## src/rtl/afifo_pkg.sv

```systemverilog
// ==[ afifo_pkg ]== Shared async-FIFO constants and Gray/binary helpers  (rev 1.0)
`default_nettype none
package afifo_pkg;
  localparam int AFIFO_PTRWIDTH = 4;
  localparam int AFIFO_DWIDTH   = 8;
  localparam int AFIFO_MAXW     = 32;

  // Helpers work on a wide zero-extended word; callers cast back to their width.
  function automatic logic [AFIFO_MAXW-1:0] bin2gray(input logic [AFIFO_MAXW-1:0] b);
    return b ^ (b >> 1);
  endfunction

  function automatic logic [AFIFO_MAXW-1:0] gray2bin(input logic [AFIFO_MAXW-1:0] g);
    logic [AFIFO_MAXW-1:0] b;
    b[AFIFO_MAXW-1] = g[AFIFO_MAXW-1];
    for (int i = AFIFO_MAXW-2; i >= 0; i--) begin
      b[i] = b[i+1] ^ g[i];
    end
    return b;
  endfunction
endpackage
`default_nettype wire

```

## src/rtl/rptr_empty_fwft_if.sv

```systemverilog
// ==[ rptr_empty_fwft_if ]== Read-side FIFO bus: pointers, buffer port, FWFT handshake  (rev 1.0)
`default_nettype none
interface rptr_empty_fwft_if
  import afifo_pkg::*;
#(
  parameter int PTRWIDTH = AFIFO_PTRWIDTH,
  parameter int DWIDTH   = AFIFO_DWIDTH
) ();
  logic [PTRWIDTH-1:0] rq2wptr;
  logic [DWIDTH-1:0]   rdata_mem;
  logic                dout_ready;
  logic [PTRWIDTH-1:0] rptr;
  logic [PTRWIDTH-2:0] raddr;
  logic                rempty;
  logic [DWIDTH-1:0]   dout;
  logic                dout_valid;
  logic [PTRWIDTH-1:0] rcount;

  modport master (
    input  rq2wptr, rdata_mem, dout_ready,
    output rptr, raddr, rempty, dout, dout_valid, rcount
  );

  modport slave (
    output rq2wptr, rdata_mem, dout_ready,
    input  rptr, raddr, rempty, dout, dout_valid, rcount
  );
endinterface
`default_nettype wire

```

## src/rtl/fwft_outreg.sv

```systemverilog
// ==[ fwft_outreg ]== Registered head-word stage: load on strobe, drain on transfer  (rev 1.0)
`default_nettype none
module fwft_outreg
  import afifo_pkg::*;
#(
  parameter int DWIDTH = AFIFO_DWIDTH
) (
  input  logic              clk,
  input  logic              rst,
  input  logic              load,
  input  logic              ready,
  input  logic [DWIDTH-1:0] din,
  output logic [DWIDTH-1:0] dout,
  output logic              dout_valid
);
  logic [DWIDTH-1:0] dout_q, dout_d;
  logic              valid_q, valid_d;

  always_comb begin
    dout_d  = dout_q;
    valid_d = valid_q;
    if (load) begin
      dout_d  = din;
      valid_d = 1'b1;
    end else if (valid_q && ready) begin
      valid_d = 1'b0;
    end
  end

  always_ff @(posedge clk) begin
    if (rst) begin
      dout_q  <= '0;
      valid_q <= 1'b0;
    end else begin
      dout_q  <= dout_d;
      valid_q <= valid_d;
    end
  end

  assign dout       = dout_q;
  assign dout_valid = valid_q;
endmodule
`default_nettype wire

```

## src/rtl/rptr_empty_fwft.sv

```systemverilog
// ==[ rptr_empty_fwft ]== Async-FIFO read pointer, empty flag and FWFT output stage  (rev 1.0)
`default_nettype none
module rptr_empty_fwft
  import afifo_pkg::*;
#(
  parameter int PTRWIDTH = AFIFO_PTRWIDTH,
  parameter int DWIDTH   = AFIFO_DWIDTH
) (
  input  logic                 rclk,
  input  logic                 rreset,
  rptr_empty_fwft_if.master    bus
);
  logic [PTRWIDTH-1:0] rbin_q, rbin_d;
  logic [PTRWIDTH-1:0] rptr_q, rptr_d;
  logic                rempty_q, rempty_d;
  logic [PTRWIDTH-1:0] rcount_q, rcount_d;
  logic [PTRWIDTH-1:0] rgnext;
  logic [PTRWIDTH-1:0] wbin_sync;
  logic                rinc;
  logic                dout_valid;

  // Pop is gated by the registered empty flag, so the read side never passes rq2wptr.
  assign rinc      = ~rempty_q & (~dout_valid | bus.dout_ready);
  assign rbin_d    = rbin_q + {{(PTRWIDTH-1){1'b0}}, rinc};
  assign rgnext    = PTRWIDTH'(bin2gray(AFIFO_MAXW'(rbin_d)));
  assign wbin_sync = PTRWIDTH'(gray2bin(AFIFO_MAXW'(bus.rq2wptr)));

  always_comb begin
    rptr_d   = rgnext;
    rempty_d = (rgnext == bus.rq2wptr);
    rcount_d = wbin_sync - rbin_d;
  end

  always_ff @(posedge rclk) begin
    if (rreset) begin
      rbin_q   <= '0;
      rptr_q   <= '0;
      rempty_q <= 1'b1;
      rcount_q <= '0;
    end else begin
      rbin_q   <= rbin_d;
      rptr_q   <= rptr_d;
      rempty_q <= rempty_d;
      rcount_q <= rcount_d;
    end
  end

  fwft_outreg #(.DWIDTH(DWIDTH)) u_outreg (
    .clk        (rclk),
    .rst        (rreset),
    .load       (rinc),
    .ready      (bus.dout_ready),
    .din        (bus.rdata_mem),
    .dout       (bus.dout),
    .dout_valid (dout_valid)
  );

  assign bus.dout_valid = dout_valid;
  assign bus.rptr       = rptr_q;
  assign bus.raddr      = rbin_q[PTRWIDTH-2:0];
  assign bus.rempty     = rempty_q;
  assign bus.rcount     = rcount_q;
endmodule
`default_nettype wire
```

## src/flat_wrapper.sv

```systemverilog
// flat-port wrapper written by rule: the top's interface ports become plain ports
module rptr_empty_fwft_flat import afifo_pkg::*;
#(
  parameter int PTRWIDTH = AFIFO_PTRWIDTH,
  parameter int DWIDTH   = AFIFO_DWIDTH
)
  (rclk, rreset, bus_rq2wptr, bus_rdata_mem, bus_dout_ready, bus_rptr, bus_raddr, bus_rempty, bus_dout, bus_dout_valid, bus_rcount);
  rptr_empty_fwft_if #(.PTRWIDTH(PTRWIDTH), .DWIDTH(DWIDTH)) bus_i ();
  input  logic rclk;
  input  logic rreset;
  input wire logic [$bits(bus_i.rq2wptr)-1:0] bus_rq2wptr;
  input wire logic [$bits(bus_i.rdata_mem)-1:0] bus_rdata_mem;
  input wire logic [$bits(bus_i.dout_ready)-1:0] bus_dout_ready;
  output wire logic [$bits(bus_i.rptr)-1:0] bus_rptr;
  output wire logic [$bits(bus_i.raddr)-1:0] bus_raddr;
  output wire logic [$bits(bus_i.rempty)-1:0] bus_rempty;
  output wire logic [$bits(bus_i.dout)-1:0] bus_dout;
  output wire logic [$bits(bus_i.dout_valid)-1:0] bus_dout_valid;
  output wire logic [$bits(bus_i.rcount)-1:0] bus_rcount;
  assign bus_i.rq2wptr = bus_rq2wptr;
  assign bus_i.rdata_mem = bus_rdata_mem;
  assign bus_i.dout_ready = bus_dout_ready;
  assign bus_rptr = bus_i.rptr;
  assign bus_raddr = bus_i.raddr;
  assign bus_rempty = bus_i.rempty;
  assign bus_dout = bus_i.dout;
  assign bus_dout_valid = bus_i.dout_valid;
  assign bus_rcount = bus_i.rcount;
  rptr_empty_fwft #(.PTRWIDTH(PTRWIDTH), .DWIDTH(DWIDTH)) u_core (.rclk(rclk), .rreset(rreset), .bus(bus_i));
endmodule
```

## config.mk

```make
export PLATFORM = sky130hd
export DESIGN_NAME = rptr_empty_fwft_flat
export DESIGN_NICKNAME = d
export VERILOG_FILES = /design/src/rtl/afifo_pkg.sv /design/src/rtl/rptr_empty_fwft_if.sv /design/src/rtl/fwft_outreg.sv /design/src/rtl/rptr_empty_fwft.sv /design/src/flat_wrapper.sv
export SDC_FILE = /design/constraint.sdc
export NUM_CORES = 1
export LEC_CHECK = 0
export CAP_MARGIN = 20
export CORE_UTILIZATION = 39
export CTS_CLUSTER_DIAMETER = 60
export DETAILED_ROUTE_END_ITERATION = 8
export PLACE_DENSITY = 0.72
export SLEW_MARGIN = 20
export SYNTH_ARGS = -nofsm -noshare
export SYNTH_HDL_FRONTEND = slang
export SYNTH_SLANG_ARGS = --single-unit
```

## constraint.sdc

```tcl
create_clock -name rclk -period 2.3 [get_ports rclk]
set_input_delay 0.345 -clock rclk [delete_from_list [all_inputs] [get_ports rclk]]
set_output_delay 0.345 -clock rclk [all_outputs]
set_load 0.005 [all_outputs]
```

==> results.toml, run 1 <==
[global_routing]
grt_max_degree = 22
grt_pass1_wl_um = 3290
gr-total-overflow = 0
grtUsageTotal_pct = 16.4
antenna_found_initial = 0
first_global_vias = 773

[setup_path]
r2r-start = "u_core.u_outreg.dout_valid$_SDFFE_PP0P_"
crit_path_max_fanout = 4
crit_path_end_kind = "flop"
reg2reg_slack_ns = 0.23
timing.rr.end = "u_core.bus.rcount[3]$_SDFF_PP0_"
arrival_ns = 2.45
critPathLaunchType = "input pin"
crit_required_ns = 2.50
critPathKind = "input pin to flop"
r2r_cells = 8

[flow_run]
drv_cap = 0

[clocking]
cts.reportedPaths.clkPinSlew_ns = 0.11
tritoncts = "yes"
hold_buffers = 0
cts.htree.levels = 1
clock_sinks = 21
clock_latency_ns = 0.29
cts.path.max_buffers = 2
cts_buffers = 3
root_buffer = "clkbuf_4"

[logic_synthesis]
synth_nets = 118
synth_top_area_share_pct = 42.0
ys_seq_elements = 21
syn_avg_cell_area_um2 = 10.2
synth_area_leader_cell = "dfxtp_1"
syn_inst = 98
yosysWarningCount = 0
synth_cell_type_count = 25
yosysSeqAreaShare_pct = 42.0
syn-cell-area_mm2 = 0.00100
synthTopCellsByArea = "dfxtp_1 (42%), mux2i_1 (10%), xnor2_1 (9.6%), ha_1 (6.3%), nor2_1 (6.0%)"

[floorplanning]
die_w_um = 52.7
io_pins = 36
start_util_pct = 43.2
core-area_mm2 = 0.00232
num_rows = 17
dieArea_mm2 = 0.00277
die_h_um = 52.7

[cells_and_area]
area_delta_synth_final_pct = 49.5
diodes = 0
final_nets = 166
drive_above_1_share_pct = 14.5
most-common-layout-cells = "clkdlybuf4s50_1 (35), dfxtp_1 (21), nor2_1 (16)"
final_common_cell = "clkdlybuf4s50_1"
postLayoutCoreUtil_pct = 64.5
nFillCells = 206

[timing]
fin_tns_setup_ns = 0
skew_ns = 0.00172
rsz0062_at_grt = "no"
clock.fmax_mhz = 444
hold_viol_final = 0
setup_viol = 0
layout_worst_path_cycle_share_pct = 98.0
relSlewSlack_pct = 73.6
maxSlewViolCount = 0
worstMarginPinSlew_ns = 0.394
period_minus_slack_ns = 2.25
setup_slack_ns = 0.0462

[pwr]
total_power_w = 0.000918
peakVddDrop_mv = 0.520
p_per_area_mw_per_mm2 = 614
leakage_nw = 0.641

[placement]
dp_hpwl_um = 1560
preCtsSetupSlack_ns = -0.236
port_buffers = 35
gp_routability_congestion = 0.793

[status]
status = "complete, no violations"

[min_path]
hp-start = "u_core.bus.rempty$_SDFF_PP1_"
hold_end = "u_core.u_outreg.dout_valid$_SDFFE_PP0P_"
hp-class = "flop to flop"
hold_depth = 1

[routing]
detail_route.wl_per_cell_um = 11.7
vias = 808
route.detailed.drc = 0
dr.pass1.iters = 2
via_per_inst = 4.67
drtAntennaViolNets = 0
wl_um = 2020
drt_iter0_markers = 5
-- state kept, by name (all words and copies together) (netlist names) --
signal / cells
u_core.bus.rcount: 4
u_core.bus.rempty: 1
u_core.bus.rptr: 4
u_core.u_outreg.dout: 8
u_core.rbin_q: 3
u_core.u_outreg.dout_valid: 1
-- critical path: stages --
cell	delay, ns
clkdlybuf4s50_1	0.39
nand2b_1	0.15
nor2b_2	0.17
ha_1	0.18
ha_1	0.37
xnor2_2	0.17
mux2i_1	0.12
a32oi_1	0.20
mux2_2	0.35
-- Yosys cell counts (all sizes together) --
cell	count
xnor2	11
inv	1
a21o	1
nand2	3
xor3	2
ha	5
and2	2
nor2b	5
dfxtp	21
nand3	1
and3	1
a32oi	1
mux2	2
xor2	4
nor2	16
nand2b	1
a21oi	3
or2	1
mux2i	10
buf	1
o21ai	1
nor3	2
clkbuf	3
-- logic make-up (layout without fill, tap and decap cells) --
logic type,Yosys count,in the layout,synth area share [%]
AOI/OAI and AO/OA,6,6,3.62
xor gates and xnor gates,17,17,18.6
adders and majority gates,5,5,6.25
buffers and inverters,5,52,2.00
DFF,21,21,42.0
muxes,12,12,12.6
and+or+nand+nor,32,32,14.9
-- power breakdown --
part / switching (W) / internal [W]
Combinational: 0.000120 / 0.000204
Clock: 0.000103 / 0.0000675
Sequential: 0.0000186 / 0.000405
-- stage by stage --
stage,instance area [µm²],hold WS [ns],cells
2_1_floorplan,1000,0.450,98
3_3_place_gp,1460,0.439,169
3_5_place_dp,1460,0.455,169
4_1_cts,1490,0.472,173
5_1_grt,1500,0.525,173
6_report,1500,0.495,173
-- metal layers --
metal  share of wire (%)  GRT usage (%)  vias up
met5                   0              0        -
met4                0.55           3.95        0
met3                 3.6           6.09        2
met2                  50           27.8       16
met1                  46           19.4      378
li1                    -              -      412
-- worst max-delay path by stage --
| stage | start | end | cells after the start |
|---|---|---|---|
| floorplan | bus_dout_ready | u_core.bus.rcount[3]$_SDFF_PP0_ | 10 |
| global placement | bus_dout_ready | u_core.bus.rempty$_SDFF_PP1_ | 9 |
| detailed placement | bus_dout_ready | u_core.bus.rcount[3]$_SDFF_PP0_ | 9 |
| CTS | bus_dout_ready | u_core.bus.rcount[3]$_SDFF_PP0_ | 9 |
| global route | bus_dout_ready | u_core.bus.rcount[3]$_SDFF_PP0_ | 9 |
| finish | bus_dout_ready | u_core.bus.rcount[3]$_SDFF_PP0_ | 9 |
-- layout make-up --
cell class                 instances  area [µm²]  area share [%]
inverter                           1        3.75           0.251
multi-input combinational         72         571            38.1
timing repair buffer              47         440            29.4
sequential                        21         420            28.1
tap                               28        35.0            2.34
clock buffer                       4        26.3            1.76
-- timing repair --
item                       4_1_cts  5_1_grt
setup endpoints to repair        0        2
buffers inserted                 0        0
gates resized for setup          0        2
Power figures use the tool's default switching activity.
==> run 2, diff against run 1 <==
--- a/config.mk
+++ b/config.mk
@@ -5,11 +5,11 @@
 export SDC_FILE = /design/constraint.sdc
 export NUM_CORES = 1
 export LEC_CHECK = 0
-export CAP_MARGIN = 20
 export CORE_UTILIZATION = 39
 export CTS_CLUSTER_DIAMETER = 60
 export DETAILED_ROUTE_END_ITERATION = 8
 export PLACE_DENSITY = 0.72
+export SKIP_LAST_GASP = 1
 export SLEW_MARGIN = 20
 export SYNTH_ARGS = -nofsm -noshare
 export SYNTH_HDL_FRONTEND = slang
==> results of run 2 <==
No change in the layout: final DEF, timing and power equal those of run 1.
